$ cat src/rtl/alu_pkg.sv
// Shared encodings for the execute-stage ALU: operation codes, funct codes
// and main-control ALUOp values.
package alu_pkg;

    // Decoded ALU operation (the gout bus). Code 3'b101 is unused and yields 0.
    typedef enum logic [2:0] {
        OP_AND = 3'b000,
        OP_OR  = 3'b001,
        OP_ADD = 3'b010,
        OP_XOR = 3'b011,
        OP_NOR = 3'b100,
        OP_SUB = 3'b110,
        OP_SLT = 3'b111
    } alu_op_e;

    // R-type funct field values
    localparam logic [5:0] FUNCT_ADD = 6'b100000;
    localparam logic [5:0] FUNCT_SUB = 6'b100010;
    localparam logic [5:0] FUNCT_AND = 6'b100100;
    localparam logic [5:0] FUNCT_OR  = 6'b100101;
    localparam logic [5:0] FUNCT_XOR = 6'b100110;
    localparam logic [5:0] FUNCT_NOR = 6'b100111;
    localparam logic [5:0] FUNCT_SLT = 6'b101010;

    // ALUOp from the main control unit; any value with bit 1 set means R-type
    localparam logic [1:0] ALUOP_ADD = 2'b00;
    localparam logic [1:0] ALUOP_SUB = 2'b01;
    localparam logic [1:0] ALUOP_RTYPE = 2'b10;

endpackage

$ cat src/rtl/alu_exec_unit_if.sv
// Execute-stage bus: operands and control in, ALU/adder results and status out.
interface alu_exec_unit_if;
    logic [1:0]  aluop;
    logic [5:0]  funct;
    logic [31:0] a;
    logic [31:0] b;
    logic [31:0] pc;
    logic [31:0] imm_ext;
    logic        flag_we;
    logic [2:0]  gout;
    logic [31:0] result;
    logic        zero;
    logic        neg;
    logic [31:0] pc_plus4;
    logic [31:0] br_target;
    logic [1:0]  asreg;

    // Driver side (decode/register-file stage)
    modport master (
        output aluop, funct, a, b, pc, imm_ext, flag_we,
        input  gout, result, zero, neg, pc_plus4, br_target, asreg
    );

    // Execute unit side
    modport slave (
        input  aluop, funct, a, b, pc, imm_ext, flag_we,
        output gout, result, zero, neg, pc_plus4, br_target, asreg
    );
endinterface

$ cat src/rtl/adder32.sv
// 32-bit combinational adder, wraps modulo 2^32.
module adder32 (
    input  logic [31:0] a_i,
    input  logic [31:0] b_i,
    output logic [31:0] sum_o
);
    assign sum_o = a_i + b_i;
endmodule

$ cat src/rtl/alu_exec_unit.sv
// Execute stage: ALU control decode, 32-bit ALU, PC+4 / branch-target adders
// and the {N, Z} status register consumed by branch/jump control.
module alu_exec_unit
    import alu_pkg::*;
(
    input  logic             clk,
    input  logic             rst_n,
    alu_exec_unit_if.slave   bus
);
    alu_op_e            op;
    logic signed [31:0] a_s;
    logic signed [31:0] b_s;
    logic [31:0]        result;
    logic [1:0]         asreg_d;
    logic [1:0]         asreg_q;
    logic [31:0]        pc_plus4;
    logic [31:0]        br_offset;

    assign a_s = bus.a;
    assign b_s = bus.b;

    // ALU control: ALUOp selects add/sub directly, otherwise funct decides
    always_comb begin
        op = OP_ADD;
        if (bus.aluop[1]) begin
            case (bus.funct)
                FUNCT_ADD: op = OP_ADD;
                FUNCT_SUB: op = OP_SUB;
                FUNCT_AND: op = OP_AND;
                FUNCT_OR:  op = OP_OR;
                FUNCT_XOR: op = OP_XOR;
                FUNCT_NOR: op = OP_NOR;
                FUNCT_SLT: op = OP_SLT;
                default:   op = OP_ADD;
            endcase
        end else if (bus.aluop == ALUOP_SUB) begin
            op = OP_SUB;
        end else begin
            op = OP_ADD;
        end
    end

    // ALU datapath; slt uses a true signed compare so it is correct on overflow
    always_comb begin
        result = 32'd0;
        case (op)
            OP_AND:  result = bus.a & bus.b;
            OP_OR:   result = bus.a | bus.b;
            OP_ADD:  result = bus.a + bus.b;
            OP_SUB:  result = bus.a - bus.b;
            OP_XOR:  result = bus.a ^ bus.b;
            OP_NOR:  result = ~(bus.a | bus.b);
            OP_SLT:  result = (a_s < b_s) ? 32'd1 : 32'd0;
            default: result = 32'd0;
        endcase
    end

    assign bus.gout   = op;
    assign bus.result = result;
    assign bus.zero   = (result == 32'd0);
    assign bus.neg    = result[31];

    assign br_offset = {bus.imm_ext[29:0], 2'b00};

    adder32 u_pc_plus4 (
        .a_i   (bus.pc),
        .b_i   (32'h0000_0004),
        .sum_o (pc_plus4)
    );

    adder32 u_br_target (
        .a_i   (pc_plus4),
        .b_i   (br_offset),
        .sum_o (bus.br_target)
    );

    assign bus.pc_plus4 = pc_plus4;

    // Next status value: capture {N, Z} of this cycle's result when enabled
    always_comb begin
        asreg_d = asreg_q;
        if (bus.flag_we) begin
            asreg_d = {result[31], (result == 32'd0)};
        end
    end

    // Status register; asynchronous reset takes priority over the write enable
    always_ff @(posedge clk or negedge rst_n) begin
        if (!rst_n) begin
            asreg_q <= 2'b00;
        end else begin
            asreg_q <= asreg_d;
        end
    end

    assign bus.asreg = asreg_q;

endmodule

$ cat src/flat_wrapper.sv
// flat-port wrapper written by rule: the top's interface ports become plain ports
module alu_exec_unit_flat import alu_pkg::*;
  (clk, rst_n, bus_aluop, bus_funct, bus_a, bus_b, bus_pc, bus_imm_ext, bus_flag_we, bus_gout, bus_result, bus_zero, bus_neg, bus_pc_plus4, bus_br_target, bus_asreg);
  alu_exec_unit_if bus_i ();
  input  logic clk;
  input  logic rst_n;
  input wire logic [$bits(bus_i.aluop)-1:0] bus_aluop;
  input wire logic [$bits(bus_i.funct)-1:0] bus_funct;
  input wire logic [$bits(bus_i.a)-1:0] bus_a;
  input wire logic [$bits(bus_i.b)-1:0] bus_b;
  input wire logic [$bits(bus_i.pc)-1:0] bus_pc;
  input wire logic [$bits(bus_i.imm_ext)-1:0] bus_imm_ext;
  input wire logic [$bits(bus_i.flag_we)-1:0] bus_flag_we;
  output wire logic [$bits(bus_i.gout)-1:0] bus_gout;
  output wire logic [$bits(bus_i.result)-1:0] bus_result;
  output wire logic [$bits(bus_i.zero)-1:0] bus_zero;
  output wire logic [$bits(bus_i.neg)-1:0] bus_neg;
  output wire logic [$bits(bus_i.pc_plus4)-1:0] bus_pc_plus4;
  output wire logic [$bits(bus_i.br_target)-1:0] bus_br_target;
  output wire logic [$bits(bus_i.asreg)-1:0] bus_asreg;
  assign bus_i.aluop = bus_aluop;
  assign bus_i.funct = bus_funct;
  assign bus_i.a = bus_a;
  assign bus_i.b = bus_b;
  assign bus_i.pc = bus_pc;
  assign bus_i.imm_ext = bus_imm_ext;
  assign bus_i.flag_we = bus_flag_we;
  assign bus_gout = bus_i.gout;
  assign bus_result = bus_i.result;
  assign bus_zero = bus_i.zero;
  assign bus_neg = bus_i.neg;
  assign bus_pc_plus4 = bus_i.pc_plus4;
  assign bus_br_target = bus_i.br_target;
  assign bus_asreg = bus_i.asreg;
  alu_exec_unit u_core (.clk(clk), .rst_n(rst_n), .bus(bus_i));
endmodule
$ cat config.mk
export PLATFORM = sky130hd
export DESIGN_NAME = alu_exec_unit_flat
export DESIGN_NICKNAME = d
export VERILOG_FILES = /design/src/rtl/alu_pkg.sv /design/src/rtl/alu_exec_unit_if.sv /design/src/rtl/adder32.sv /design/src/rtl/alu_exec_unit.sv /design/src/flat_wrapper.sv
export SDC_FILE = /design/constraint.sdc
export NUM_CORES = 1
export LEC_CHECK = 0
export ABC_AREA = 1
export CAP_MARGIN = 5
export CORE_MARGIN = 3
export CORE_UTILIZATION = 30
export DETAILED_ROUTE_END_ITERATION = 7
export PLACE_DENSITY = 0.57
export RECOVER_POWER = 50
export SYNTH_ARGS = -nofsm -noshare
export SYNTH_HDL_FRONTEND = slang
export SYNTH_SLANG_ARGS = --single-unit
$ cat constraint.sdc
create_clock -name clk -period 3.6 [get_ports clk]
set_input_delay 0.36 -clock clk [delete_from_list [all_inputs] [get_ports clk]]
set_output_delay 0.36 -clock clk [all_outputs]
set_load 0.005 [all_outputs]
==> reports/metrics.yaml <==
synth-async-reset-ratio: 1.00
critPathLaunch: "bus_pc[3]"
syn_area_um2: 10100
cts_buffer_depth: 2
ant_nets: 0
cts_tree: "yes"
setup_slack_ns: -0.515
yosys_warnings: 0
max_freq_mhz: 243
crit_fanout: 3
holdBufCountCts: 0
wl_per_cell_um: 16.3
maxCapViolations: 0
synth_cell_type_count: 47
setup_violations: 10
pre_cts_slack_ns: -1.35
hold_class: "primary input to async pin"
outcome: "finished, violations left"
ys.flop_type: "dfrtp_1"
drtIter0Drc: 1089
cp_num_buf_inv: 6
die_w_um: 189
die_area_um2: 35800
vias: 15700
synth_top_area_share: 0.237
drc: 0
grt_antenna_before_repair: 2
cp_top_family: "simple AND/OR/NAND/NOR gates"
syn2layout_area_growth_pct: 100
period_minus_slack_ns: 4.12
nets: 3102
die_height_um: 189
synth-seq-cells: 2
cts.reportedPaths.clkPinSlew_ns: 0.03
endpoint_kind: "primary output"
io_pins: 242
yosysSeqAreaShare: 0.00497
fp-row-count: 66
synthSimpleGateAreaFrac: 0.503
drive_gt1_frac: 0.419
syn_nets: 2244
grt_setup_unrepaired: "yes"
clock_sinks: 2
core-area_um2: 32800
cts_buffers: 3
multi_input_area_um2: 10200
slew_headroom: 0.650
h-tree-depth: 1
overflow: 0
synth_compound_area_frac: 0.0670
synth_area_leaders: "nand2_1 24%, ha_1 17%, inv_1 15%, nand3_1 11%, nor2_1 6.6%"
dp_hpwl_um: 42600
tightest_slew_ns: 0.524
fin_tns_setup_ns: -3.50
cp_slowest_cell: "ha_2"
fillers: 3075
synth_edf_count: 0
drtPass1Iterations: 6
synth_mux_area_frac: 0.000994
clock-skew-final_ns: 0
report.final.slew_viol_count: 0
min_period_over_period: 1.14
hold_viol: 0
criticalPathCategory: "primary input to primary output"
cp.arrival_ns: 3.76
cpPeakStageDelay_ns: 0.34
p_leak_nw: 11.3
start_util: 0.307
syn_inst: 1967
synthAdderAreaFrac: 0.174
diodes: 0
synth_top_family_by_area: "simple AND/OR/NAND/NOR gates"
grt_pass1_wl_um: 77900
grt_pass1_vias: 15100
grtUsageTotal: 0.272
violations: "setup timing"
yosys.area.top_type: "nand2_1"
grt_start_max_net_pins: 20
ys_top_cells_by_count: "636 x nand2_1, 406 x inv_1, 225 x nand3_1"
clock-root-buffer: "clkbuf_16"
viasPerCell: 4.80
regToRegStartpoint: "u_core.bus.asreg[0]"
powerDensity_nw_per_um2: 179
peakVddDrop_v: 0.000105
insertion_delay_ns: 0.23
synth.avg_cell_area_um2: 5.12
final-seq-area_um2: 50.0
largest_reg_flops: 2
place_congestion: 0.973
synthMostInstantiatedCell: "nand2_1"
worstPathRequired_ns: 3.24
start_kind: "primary input"
synth_xor_area_frac: 0.0590
routed_wl_um: 53400
fin_total_pwr_w: 0.00360
port_buffers: 233
==> layer usage <==
layer  global-route usage  up-vias  wire, um
met5                    0        -        23
met4               0.0790        4      1870
met3               0.0352      109      3720
met2                0.475      596     25100
met1                0.349     7218     22600
li1                     -     7730         -
==> kinds of logic (layout without fill, tap and decap cells) <==
group,count (synthesis),in the layout
AO/OA/AOI/OAI,123,123
multiplexers,1,1
flip-flops,2,2
XOR/XNOR,67,67
adder cells (fa/ha/maj),138,138
AND/OR/NAND/NOR,1163,1163
buffers and inverters,473,1329
==> cells in the final DEF (no fill, tap or decap), types with 29 or more instances in the layout <==
| master | instances |
|---|---|
| ha_4 | 42 |
| a21oi_2 | 33 |
| nand2_1 | 536 |
| buf_6 | 30 |
| dlymetal6s2s_1 | 29 |
| inv_1 | 357 |
| nor2_1 | 103 |
| inv_2 | 58 |
| buf_4 | 630 |
| xor2_1 | 42 |
| clkdlybuf4s50_1 | 145 |
| nand2_2 | 87 |
| ha_1 | 89 |
| nor2_2 | 52 |
| a21oi_1 | 33 |
| nand3_2 | 48 |
| nor2_4 | 36 |
| nand3_1 | 181 |
==> area by class of cell <==
class / instances / area share
flip-flops and latches: 2 / 0.00248
inverters: 417 / 0.0781
multi-input cells: 1492 / 0.508
repair buffers: 909 / 0.380
well taps: 442 / 0.0275
clock buffers: 3 / 0.00373
==> per-stage QoR <==
step	cells	hold WS, ns	utilization	instance area, um^2
2_1_floorplan	1967	0.0644	-	10100
3_3_place_gp	3162	0.465	0.520	17000
3_5_place_dp	3162	0.486	0.520	17000
4_1_cts	3232	0.300	0.571	18700
5_1_grt	3265	0.372	0.614	20100
6_report	3265	0.367	0.614	20100
==> path summary, 6_finish.rpt <==
check	end	slack [ns]	depth (start not counted)
min in group clk	u_core.bus.asreg[1]	0.47	2
min reg2reg	u_core.bus.asreg[1]	0.47	2
max in group asynchronous	u_core.bus.asreg[1]	3.10	1
max reg2reg	u_core.bus.asreg[0]	3.00	2
max	bus_br_target[27]	-0.52	27
min	u_core.bus.asreg[0]	0.37	1
==> timing repair <==
action | 4_1_cts | 5_1_grt
buffers inserted | 68 | 41
endpoints found under the setup margin | 51 | 44
pin swaps | 126 | 153
gates cloned | 0 | 1
resized for setup | 397 | 319
==> power by group <==
part	leakage, nW	internal (W)	switching (W)
Sequential	0.0262	0.0000247	0.000000813
Combinational	11.2	0.00173	0.00167
Clock	0.0370	0.000142	0.0000317
Total	11.3	0.00190	0.00170
(Power assumes the default switching activity.)
